[config.mk]
export PLATFORM = sky130hd
export DESIGN_NAME = gate_tester
export DESIGN_NICKNAME = d
export VERILOG_FILES = /design/src/rtl/gate_test_pkg.sv /design/src/rtl/sync2.sv /design/src/rtl/gate_tester.sv
export SDC_FILE = /design/constraint.sdc
export NUM_CORES = 1
export LEC_CHECK = 0
export CAP_MARGIN = 20
export CORE_MARGIN = 3
export CORE_UTILIZATION = 40
export CTS_CLUSTER_DIAMETER = 50
export DETAILED_ROUTE_END_ITERATION = 6
export SETUP_SLACK_MARGIN = 0.3
export SLEW_MARGIN = 20
export SYNTH_ARGS = -nofsm -noshare
export SYNTH_HDL_FRONTEND = slang
export SYNTH_SLANG_ARGS = --single-unit
[constraint.sdc]
create_clock -name clk -period 4 [get_ports clk]
set_clock_uncertainty 0.2 [all_clocks]
set_input_delay 0.6 -clock clk [delete_from_list [all_inputs] [get_ports clk]]
set_output_delay 0.6 -clock clk [all_outputs]
set_load 0.005 [all_outputs]
[src/rtl/gate_test_pkg.sv]
// Shared types and truth-table constants for the two-input gate self-tester.
// Truth tables are indexed by {A,B}.
package gate_test_pkg;

  typedef enum logic [1:0] {
    IDLE   = 2'd0,
    SETTLE = 2'd1,
    SAMPLE = 2'd2,
    DONE   = 2'd3
  } state_t;

  localparam logic [3:0] TRUTH_OR  = 4'b1110;
  localparam logic [3:0] TRUTH_AND = 4'b1000;
  localparam logic [3:0] TRUTH_XOR = 4'b0110;

endpackage

[src/rtl/sync2.sv]
// Two-flop synchroniser for a single asynchronous input, clearing to 0 on reset.
module sync2 (
  input  logic clk,
  input  logic rst_n,
  input  logic d,
  output logic q
);

  logic meta;

  // NOTE: non-blocking assignments make meta->q a true two-stage shift; blocking would collapse it to one flop.
  always_ff @(posedge clk or negedge rst_n) begin
    if (!rst_n) begin
      meta <= 1'b0;
      q    <= 1'b0;
    end else begin
      meta <= d;
      q    <= meta;
    end
  end

endmodule

[src/rtl/gate_tester.sv]
// Steps all four {A,B} vectors through an external gate, samples its synchronised output,
// and reports mismatching vectors, a mismatch count and an overall pass flag.
module gate_tester
  import gate_test_pkg::*;
#(
  parameter int         SETTLE_CYCLES = 4,
  parameter logic [3:0] TRUTH         = TRUTH_OR
) (
  input  logic       clk,
  input  logic       rst_n,
  input  logic       start,
  output logic       dut_a,
  output logic       dut_b,
  input  logic       dut_c,
  output logic       busy,
  output logic       done,
  output logic       pass,
  output logic [2:0] err_count,
  output logic [3:0] fail_vec
);

  localparam logic [7:0] LAST_CNT = 8'(SETTLE_CYCLES - 1);

  state_t     state, next_state;
  logic [1:0] idx;
  logic [7:0] cnt;
  logic       c_sync;
  logic       mismatch;

  sync2 u_sync_c (
    .clk   (clk),
    .rst_n (rst_n),
    .d     (dut_c),
    .q     (c_sync)
  );

  always_ff @(posedge clk or negedge rst_n) begin
    if (!rst_n) state <= IDLE;
    else        state <= next_state;
  end

  // NOTE: every always_comb output gets a default first so no path leaves it unassigned (no latch).
  always_comb begin
    next_state = state;
    busy       = (state != IDLE);
    done       = (state == DONE);
    mismatch   = (c_sync != TRUTH[idx]);
    case (state)
      IDLE:    if (start) next_state = SETTLE;
      SETTLE:  if (cnt == LAST_CNT) next_state = SAMPLE;
      SAMPLE:  next_state = (idx == 2'd3) ? DONE : SETTLE;
      DONE:    next_state = IDLE;
      default: next_state = IDLE;
    endcase
  end

  always_ff @(posedge clk or negedge rst_n) begin
    if (!rst_n) begin
      idx       <= 2'd0;
      cnt       <= 8'd0;
      dut_a     <= 1'b0;
      dut_b     <= 1'b0;
      pass      <= 1'b0;
      err_count <= 3'd0;
      fail_vec  <= 4'd0;
    end else begin
      case (state)
        IDLE: begin
          if (start) begin
            idx       <= 2'd0;
            cnt       <= 8'd0;
            err_count <= 3'd0;
            fail_vec  <= 4'd0;
            pass      <= 1'b0;
          end
        end
        SETTLE: cnt <= cnt + 8'd1;
        SAMPLE: begin
          if (mismatch) begin
            fail_vec[idx] <= 1'b1;
            err_count     <= err_count + 3'd1;
          end
          if (idx != 2'd3) begin
            idx            <= idx + 2'd1;
            cnt            <= 8'd0;
            {dut_a, dut_b} <= idx + 2'd1;
          end
        end
        DONE: begin
          // fail_vec already holds the final SAMPLE update here
          pass  <= (fail_vec == 4'd0);
          dut_a <= 1'b0;
          dut_b <= 1'b0;
        end
        default: ;
      endcase
    end
  end

endmodule

==> results of run 1 <==
==> power breakdown <==
| group | internal (mW) | switching, mW |
|---|---|---|
| sequential | 0.244 | 0.000327 |
| combinational | 0.00318 | 0.00657 |
| clock | 0.0557 | 0.0731 |
| total | 0.302 | 0.0800 |
==> sequential cells by signal (all words and copies together), names as in the netlist <==
register       count
dut_b              1
u_sync_c.q         1
state              2
pass               1
idx                2
fail_vec           4
err_count          3
cnt                8
u_sync_c.meta      1
dut_a              1
==> stage by stage <==
step / power [mW] / std cells / hold WS [ns]
3_3_place_gp: 0.2591 / 160 / 0.1463
5_1_grt: 0.3968 / 164 / 0.06246
6_report: 0.3824 / 164 / 0.05100
4_1_cts: 0.3898 / 164 / 0.1777
3_5_place_dp: 0.2593 / 160 / 0.1466
2_1_floorplan: 0.2506 / 119 / 0.1044
==> how the worst min path moves through the flow <==
stage | endpoint | slack [ns] | depth (start not counted)
2_1_floorplan | cnt[0] | 0.10 | 0
3_3_place_gp | u_sync_c.q | 0.15 | 0
3_5_place_dp | u_sync_c.q | 0.15 | 0
4_1_cts | u_sync_c.q | 0.18 | 0
5_1_grt | err_count[0] | 0.06 | 1
6_report | fail_vec[0] | 0.05 | 1
==> cells by family (layout without fill, tap and decap cells) <==
family                   Yosys count  in the layout  share of synthesized area (%)
AND/OR/NAND/NOR                   42             42                          16.93
AO/OA/AOI/OAI                     27             27                          15.47
flip-flops                        24             24                          49.84
buffers and inverters             12             26                          5.088
adder cells (fa/ha/maj)            7              7                          7.269
XOR/XNOR                           5              5                          3.634
multiplexers                       2              2                          1.765
==> area by class of cell <==
| cell class | instances | share of cell area, % |
|---|---|---|
| Multi-Input combinational cell | 83 | 39.06 |
| Clock buffer | 4 | 2.610 |
| Sequential cell | 24 | 43.20 |
| Tap cell | 31 | 2.790 |
| Timing Repair Buffer | 15 | 10.44 |
| Inverter | 7 | 1.890 |
==> layout by cell type, fill, tap and decap left out, drive strengths merged, types with 3 or more instances in the layout <==
| master | n |
|---|---|
| a21oi | 5 |
| a32o | 5 |
| and3 | 3 |
| clkbuf | 4 |
| clkdlybuf4s50 | 14 |
| dfrtp | 24 |
| ha | 7 |
| inv | 7 |
| nand2 | 12 |
| nand3 | 5 |
| nor2 | 11 |
| nor3 | 3 |
| o21ai | 11 |
| o2bb2ai | 3 |
| xor2 | 5 |
==> critical path: stages (launching register included) <==
cell	delay (ns)
dfrtp_1	0.69
nand2_1	0.16
inv_1	0.08
clkdlybuf4s50_1	0.49
==> metal layers <==
metal	vias up	share of wire (%)	global-route usage, %
met5	-	0	0
met2	22	45	23.05
li1	446	-	-
met1	449	50	19.36
met3	4	3.9	4.043
met4	0	1.3	5.573
==> results.py, run 1 <==
metrics = {
    "run_status": {
        "status": "finished, final reports clean",
    },
    "timing": {
        "setup_ws_ns": 1.464,
        "setup-tns-final_ns": 0,
        "finalSetupViolCount": 0,
        "fmax_mhz": 394.3,
        "period_share_pct": 63.41,
        "finalHoldViolCount": 0,
        "maxSlewViolCount": 0,
        "slew_headroom_pct": 63.13,
        "period_needed_ns": 2.536,
        "rsz0062_at_grt": "false",
        "tightestPinTransition_ns": 0.5531,
    },
    "clocking": {
        "cts_tree": "built",
        "clk_pin_slew_ns": 0.13,
        "cts_root_buffer": "clkbuf_4",
        "cts_max_level": 1,
        "clockBufferDepth": 2,
        "cts_setup_buffers": 0,
        "cts_made_buffers": 3,
        "postCtsHoldBufs": 0,
        "numClockSinks": 24,
        "cts_resized": 0,
        "insertion_delay_ns": 0.32,
    },
    "synth": {
        "synth_seq_area_share_pct": 49.84,
        "yosysUniqueCellTypes": 29,
        "synthFlopType": "dfrtp_1",
        "synth_area_leaders": "dfrtp_1 (50%), ha_1 (7.3%), a32o_1 (4.2%)",
        "synth_top_area_cell": "dfrtp_1",
        "yosysMostFrequentCell": "dfrtp_1",
        "synth_edf_count": 0,
        "syn_area_per_cell_um2": 10.13,
        "ys_warn_count": 0,
        "yosysTopAreaCellShare_pct": 49.84,
        "synth_seq_cells": 24,
        "syn-num-nets": 130,
        "ys_async_sr_fraction_pct": 100.0,
        "yosys-top-cells-count": "dfrtp_1 (24), nand2_1 (12), nor2_1 (11), o21ai_0 (10)",
        "synth_area_um2": 1205,
        "synthCells": 119,
    },
    "route": {
        "first_pass_iters": 5,
        "wl_um": 2315,
        "drt.antenna.violating_nets": 0,
        "first_iter_violations": 55,
        "vias": 921,
        "post_drt_wl_per_cell_um": 14.12,
        "drc_errors": 0,
        "viasPerCell": 5.616,
    },
    "power": {
        "ir_worst_vdd_mv": 0.1801,
        "p_leak_nw": 0.6520,
        "p_per_area_nw_per_um2": 275.1,
    },
    "run": {
        "max_cap_violations": 0,
    },
    "cells_and_area": {
        "multiInputGateArea_um2": 543.0,
        "final_util_pct": 49.55,
        "fin_area_um2": 1390,
        "ff_latch_area_um2": 600.6,
        "drive_gt1_share_pct": 6.767,
        "fill_cells": 269,
        "nets": 145,
        "diodes": 0,
        "syn_to_final_growth_pct": 15.37,
    },
    "global_routing": {
        "grt_pass1_vias": 943,
        "grt_overflow": 0,
        "grt_pass1_wl_um": 4119,
        "grt_max_degree": 25,
        "grt.total_usage_pct": 14.70,
        "antenna_found_initial": 0,
    },
    "setup_path": {
        "cp-endpoint": "done",
        "crit_arrival_ns": 1.74,
        "r2r-end": "cnt[7]",
        "worstPathMaxFanout": 17,
        "cp-start-kind": "register",
        "required_ns": 3.20,
        "crit_start": "state[0]",
        "regToRegStartpoint": "idx[0]",
        "r2r_cells": 5,
        "worstSetupEndpointType": "primary output",
        "r2r_setup_slack_ns": 1.93,
        "crit_type": "reg -> out",
    },
    "floorplanning": {
        "start_util_pct": 42.95,
        "die-height_um": 60.89,
        "num_rows": 19,
        "ios": 16,
        "core_area_um2": 2805,
        "die_area_um2": 3707,
        "die_x_um": 60.89,
    },
    "place": {
        "placed_area_um2": 1359,
        "io_buffer_count": 15,
        "pre_cts_ws_ns": 1.732,
        "place_hpwl_um": 1689,
        "place_congestion": 0.7424,
    },
    "min_path": {
        "hp-class": "in -> async",
    },
}
No activity file was read; power rests on OpenSTA's default activity.
==> run 2, diff against run 1 <==
- clock period: 4 -> 2.3 ns (I/O delays scaled with it)
==> results.py, run 2 (synthesized netlist as in run 1, its figures left out) <==
metrics = {
    "clocking": {
        "postCtsHoldBufs": 0,
        "numClockSinks": 24,
        "insertion_delay_ns": 0.33,
        "cts_made_buffers": 3,
        "clk_pin_slew_ns": 0.14,
        "cts_tree": "built",
        "cts_max_level": 1,
        "cts_root_buffer": "clkbuf_4",
        "clockBufferDepth": 2,
    },
    "global_routing": {
        "grt_overflow": 0,
        "grt_max_degree": 25,
        "grt.total_usage_pct": 14.78,
        "grt_pass1_vias": 876,
        "grt_pass1_wl_um": 3995,
        "antenna_found_initial": 0,
    },
    "cells_and_area": {
        "fin_area_um2": 1484,
        "syn_to_final_growth_pct": 23.16,
        "top_register": "cnt",
        "diodes": 0,
        "largest_reg_flops": 8,
        "nets": 152,
        "reg_top3": "cnt: 8 flops, fail_vec: 4 flops, err_count: 3 flops",
        "final_common_cell": "dfrtp_1",
        "final_util_pct": 52.90,
        "drive_gt1_share_pct": 15.71,
        "final_cell_mix": "dfrtp_1 (21), clkdlybuf4s50_1 (15), nand2_1 (12)",
    },
    "route": {
        "viasPerCell": 5.380,
        "drc_errors": 0,
        "first_pass_iters": 4,
        "post_drt_wl_per_cell_um": 13.76,
        "drt.antenna.violating_nets": 0,
        "first_iter_violations": 50,
        "wl_um": 2353,
        "vias": 920,
    },
    "setup_path": {
        "cp-start-kind": "register",
        "crit_type": "reg -> out",
        "worstPathMaxFanout": 5,
        "crit_arrival_ns": 1.39,
        "worstSetupEndpointType": "primary output",
        "required_ns": 1.75,
    },
    "power": {
        "power_frac_comb_pct": 2.9,
        "p_per_area_nw_per_um2": 452.0,
        "ir_worst_vdd_mv": 0.2130,
        "clkPwrFrac_pct": 33.8,
        "power.switching_mw": 0.1424,
        "cell_internal_pwr_mw": 0.5284,
        "p_sw_share_pct": 21.23,
        "p_leak_nw": 0.6837,
        "pwr-share-seq_pct": 63.3,
    },
    "min_path": {
        "hp-class": "in -> async",
    },
    "floorplanning": {
        "start_util_pct": 42.95,
        "die-height_um": 60.89,
        "die_x_um": 60.89,
        "die_area_um2": 3707,
        "core_area_um2": 2805,
        "num_rows": 19,
        "ios": 16,
    },
    "timing": {
        "slew_headroom_pct": 78.31,
        "setup-tns-final_ns": 0,
        "period_share_pct": 84.29,
        "period_needed_ns": 1.939,
        "tightestPinTransition_ns": 0.3251,
        "finalHoldViolCount": 0,
        "timing.hold.ws_ns": 0.1560,
        "rsz0062_at_grt": "true",
        "maxSlewViolCount": 0,
        "fmax_mhz": 515.8,
        "finalSetupViolCount": 0,
    },
    "place": {
        "io_buffer_count": 15,
        "place_hpwl_um": 1692,
        "placed_area_um2": 1389,
        "place_congestion": 0.7551,
    },
    "run_status": {
        "status": "finished, final reports clean",
    },
    "run": {
        "max_cap_violations": 0,
    },
}
==> run 2: critical path, cell delays in order (launching register included) <==
cell and delay, ns:
dfrtp_2 0.46, nor2_2 0.13, inv_1 0.05, clkdlybuf4s50_1 0.44
==> run 2: stage by stage <==
| stage | power (mW) | worst slack, ns | cells |
|---|---|---|---|
| floorplan | 0.4359 | 0.4379 | 119 |
| global placement | 0.4519 | 0.3255 | 164 |
| detailed placement | 0.4522 | 0.2770 | 164 |
| CTS | 0.6784 | 0.3153 | 170 |
| global route | 0.6947 | 0.2757 | 171 |
| finish | 0.6708 | 0.3614 | 171 |
==> run 2: path summary, 6_finish.rpt <==
path                       slack, ns  cells after the start           from      endpoint
hold reg to reg                 0.18                      0  u_sync_c.meta    u_sync_c.q
setup / recovery                0.36                      3       state[0]          busy
min in group clk                0.18                      0  u_sync_c.meta    u_sync_c.q
hold / removal                  0.16                      2          rst_n  err_count[1]
setup reg to reg                0.40                      5       state[0]        idx[1]
max in group asynchronous       1.48                      2          rst_n      state[0]
==> run 2: cell type report <==
class	instances	area, um2
clock buffer	4	36.28
timing repair buffer	22	202.7
sequential	24	604.3
tap	31	38.79
fill	262	1321
multi-input combinational	83	575.6
inverter	7	26.28
==> run 2: repair_timing <==
action | in CTS | in global routing
buffers inserted | 2 | 1
setup endpoints to repair | 3 | 8
pin swaps | 0 | 1
resized for setup | 3 | 6
==> run 2: layer usage <==
layer	vias up	track usage (%)	share of wire [%]
li1	461	-	-
met5	-	0	0
met4	0	8.359	2.2
met3	5	2.979	2.6
met2	15	20.76	44
met1	439	21.09	52
==> run 2: power groups by stage <==
stage	registers, mW	clock network [mW]	logic (mW)
final	0.425	0.227	0.0194
after global routing	0.425	0.248	0.0221
after CTS	0.424	0.234	0.0198
after detailed placement	0.432	0	0.0198
after global placement	0.432	0	0.0196
after floorplan	0.432	0	0.00356
==> RTL edit, RTL diff (flow settings as in run 2) <==
Add an input register stage for `start` and `dut_c`; this delays them by one clock.
--- a/src/rtl/gate_tester.sv
+++ b/src/rtl/gate_tester.sv
@@ -21,6 +21,14 @@
 
   localparam logic [7:0] LAST_CNT = 8'(SETTLE_CYCLES - 1);
 
+  logic start_q;
+  logic dut_c_q;
+
+  always_ff @(posedge clk) begin
+    start_q <= start;
+    dut_c_q <= dut_c;
+  end
+
   state_t     state, next_state;
   logic [1:0] idx;
   logic [7:0] cnt;
@@ -30,7 +38,7 @@
   sync2 u_sync_c (
     .clk   (clk),
     .rst_n (rst_n),
-    .d     (dut_c),
+    .d     (dut_c_q),
     .q     (c_sync)
   );
 
@@ -46,7 +54,7 @@
     done       = (state == DONE);
     mismatch   = (c_sync != TRUTH[idx]);
     case (state)
-      IDLE:    if (start) next_state = SETTLE;
+      IDLE:    if (start_q) next_state = SETTLE;
       SETTLE:  if (cnt == LAST_CNT) next_state = SAMPLE;
       SAMPLE:  next_state = (idx == 2'd3) ? DONE : SETTLE;
       DONE:    next_state = IDLE;
@@ -66,7 +74,7 @@
     end else begin
       case (state)
         IDLE: begin
-          if (start) begin
+          if (start_q) begin
             idx       <= 2'd0;
             cnt       <= 8'd0;
             err_count <= 3'd0;
Formal check against the unedited RTL: not equivalent (Yosys sat finds a counterexample within 4 cycles, from zero or initial values and one cycle with rst_n low).
==> RTL edit against run 2 <==
- utilization decreased by 0.49 points
- cell count down 1.2%
- area after synthesis is 2.2% higher
- highest routed layer unchanged
- sequential cell count up 2
- non-clock buffer count shrank 1
- cell area is 0.76% higher
- setup slack worse by 0.011 ns
- count of clock-buffer cells in the layout fell by 1
- routed wire length rose by 2.5%
Power is not compared: it rests on default switching activity, and its combinational part moved more than twofold at a synthesized area within 25%.
==> RTL edit: results <==
<?xml version="1.0" encoding="UTF-8"?>
<metrics>
  <group name="place">
    <metric name="gp_routability_congestion" unit="">0.8651</metric>
    <metric name="placement.setup.worst_slack" unit="ns">0.3014</metric>
    <metric name="detailed_place_hpwl" unit="um">1696</metric>
    <metric name="port_buffers" unit="">15</metric>
    <metric name="numPlacedInstances" unit="">163</metric>
    <metric name="placed_area" unit="um2">1428</metric>
  </group>
  <group name="synth">
    <metric name="synth.top_cells.by_area" unit="">dfrtp_1 (49%), ha_1 (7.1%), a32o_1 (4.1%)</metric>
    <metric name="synth-async-reset-ratio" unit="%">92.31</metric>
    <metric name="synth.lib_cells_used.distinct" unit="">32</metric>
    <metric name="synth_mux_area_share" unit="%">0.8130</metric>
    <metric name="synth.yosys.seq_area_share" unit="%">52.03</metric>
    <metric name="synth-xor-area-share" unit="%">3.557</metric>
    <metric name="post_synth_fa_ha_maj_area_fraction" unit="%">7.114</metric>
    <metric name="synthCells" unit="">118</metric>
    <metric name="netlist_top_cells_count" unit="">dfrtp_1 (24), nand2_1 (9), nor2_1 (9), o21ai_0 (9), ha_1 (7)</metric>
    <metric name="synthesis.nets" unit="">129</metric>
    <metric name="synth_compound_area_share" unit="%">16.26</metric>
  </group>
  <group name="cells_and_area">
    <metric name="final.fill_count" unit="">275</metric>
    <metric name="post_route_cells_drive_above_1_share" unit="%">13.77</metric>
    <metric name="finalNonFillerCells" unit="">169</metric>
    <metric name="nets" unit="">151</metric>
  </group>
  <group name="drt">
    <metric name="via_per_inst" unit="">5.568</metric>
    <metric name="first_iter_violations" unit="">47</metric>
    <metric name="wirelength" unit="um">2412</metric>
  </group>
  <group name="worst_setup_path">
    <metric name="regToRegSetupSlack" unit="ns">0.44</metric>
    <metric name="rr_startpoint" unit="">idx[0]</metric>
    <metric name="crit-reg2reg-capture" unit="">cnt[7]</metric>
  </group>
  <group name="grt">
    <metric name="antenna_found_initial" unit="">0</metric>
    <metric name="grt_pass1_vias" unit="">903</metric>
    <metric name="grt_pass1_wl" unit="um">4119</metric>
  </group>
  <group name="min_path">
    <metric name="hold_path.class" unit="">register to register</metric>
  </group>
  <group name="sta">
    <metric name="whs" unit="ns">0.1402</metric>
    <metric name="worst_pin_slew" unit="ns">0.5410</metric>
  </group>
  <group name="run_status">
    <metric name="run_status" unit="">complete, no violations</metric>
  </group>
</metrics>
==> RTL edit: layout make-up <==
cell class                 instances  area, um2  area share, %
clock buffer                       3      22.52          1.506
inverter                           6      22.52          1.506
multi-input combinational         82      573.1          38.33
sequential                        26      643.1          43.01
tap                               31      38.79          2.594
timing repair buffer              21      195.2          13.05
==> RTL edit: cell families after synthesis <==
family | Yosys count
fa+ha+maj | 7
simple gates | 40
compound gates | 29
flops | 26
mux | 1
xor+xnor | 5
buf+inv | 10
==> RTL edit: repair_timing <==
| action | in CTS | in global routing |
|---|---|---|
| cloned | 0 | 0 |
| setup endpoints to repair | 3 | 7 |
| endpoints found under the hold margin | 0 | 0 |
| setup buffers | 3 | 0 |
| resized for setup | 3 | 3 |
==> RTL edit: per-layer routing <==
metal / track usage, % / vias to the layer above / share of wire [%]
li1: - / 467 / -
met1: 22.51 / 444 / 52
met2: 20.03 / 26 / 42
met3: 2.306 / 4 / 4.5
met4: 6.667 / 0 / 1.5
met5: 0 / - / 0
==> RTL edit: where the power goes <==
part           internal (mW)  switching (mW)
combinational          0.290           0.314
clock                 0.0614           0.128
sequential             0.551           0.105
total                  0.902           0.547
==> RTL edit: how the worst max path moves through the flow <==
stage | startpoint | end | slack, ns
6_report | state[0] | busy | 0.35
5_1_grt | state[0] | busy | 0.30
4_1_cts | state[0] | busy | 0.34
3_5_place_dp | idx[0] | cnt[7] | 0.30
3_3_place_gp | idx[0] | cnt[7] | 0.42
2_1_floorplan | idx[0] | fail_vec[0] | 0.60
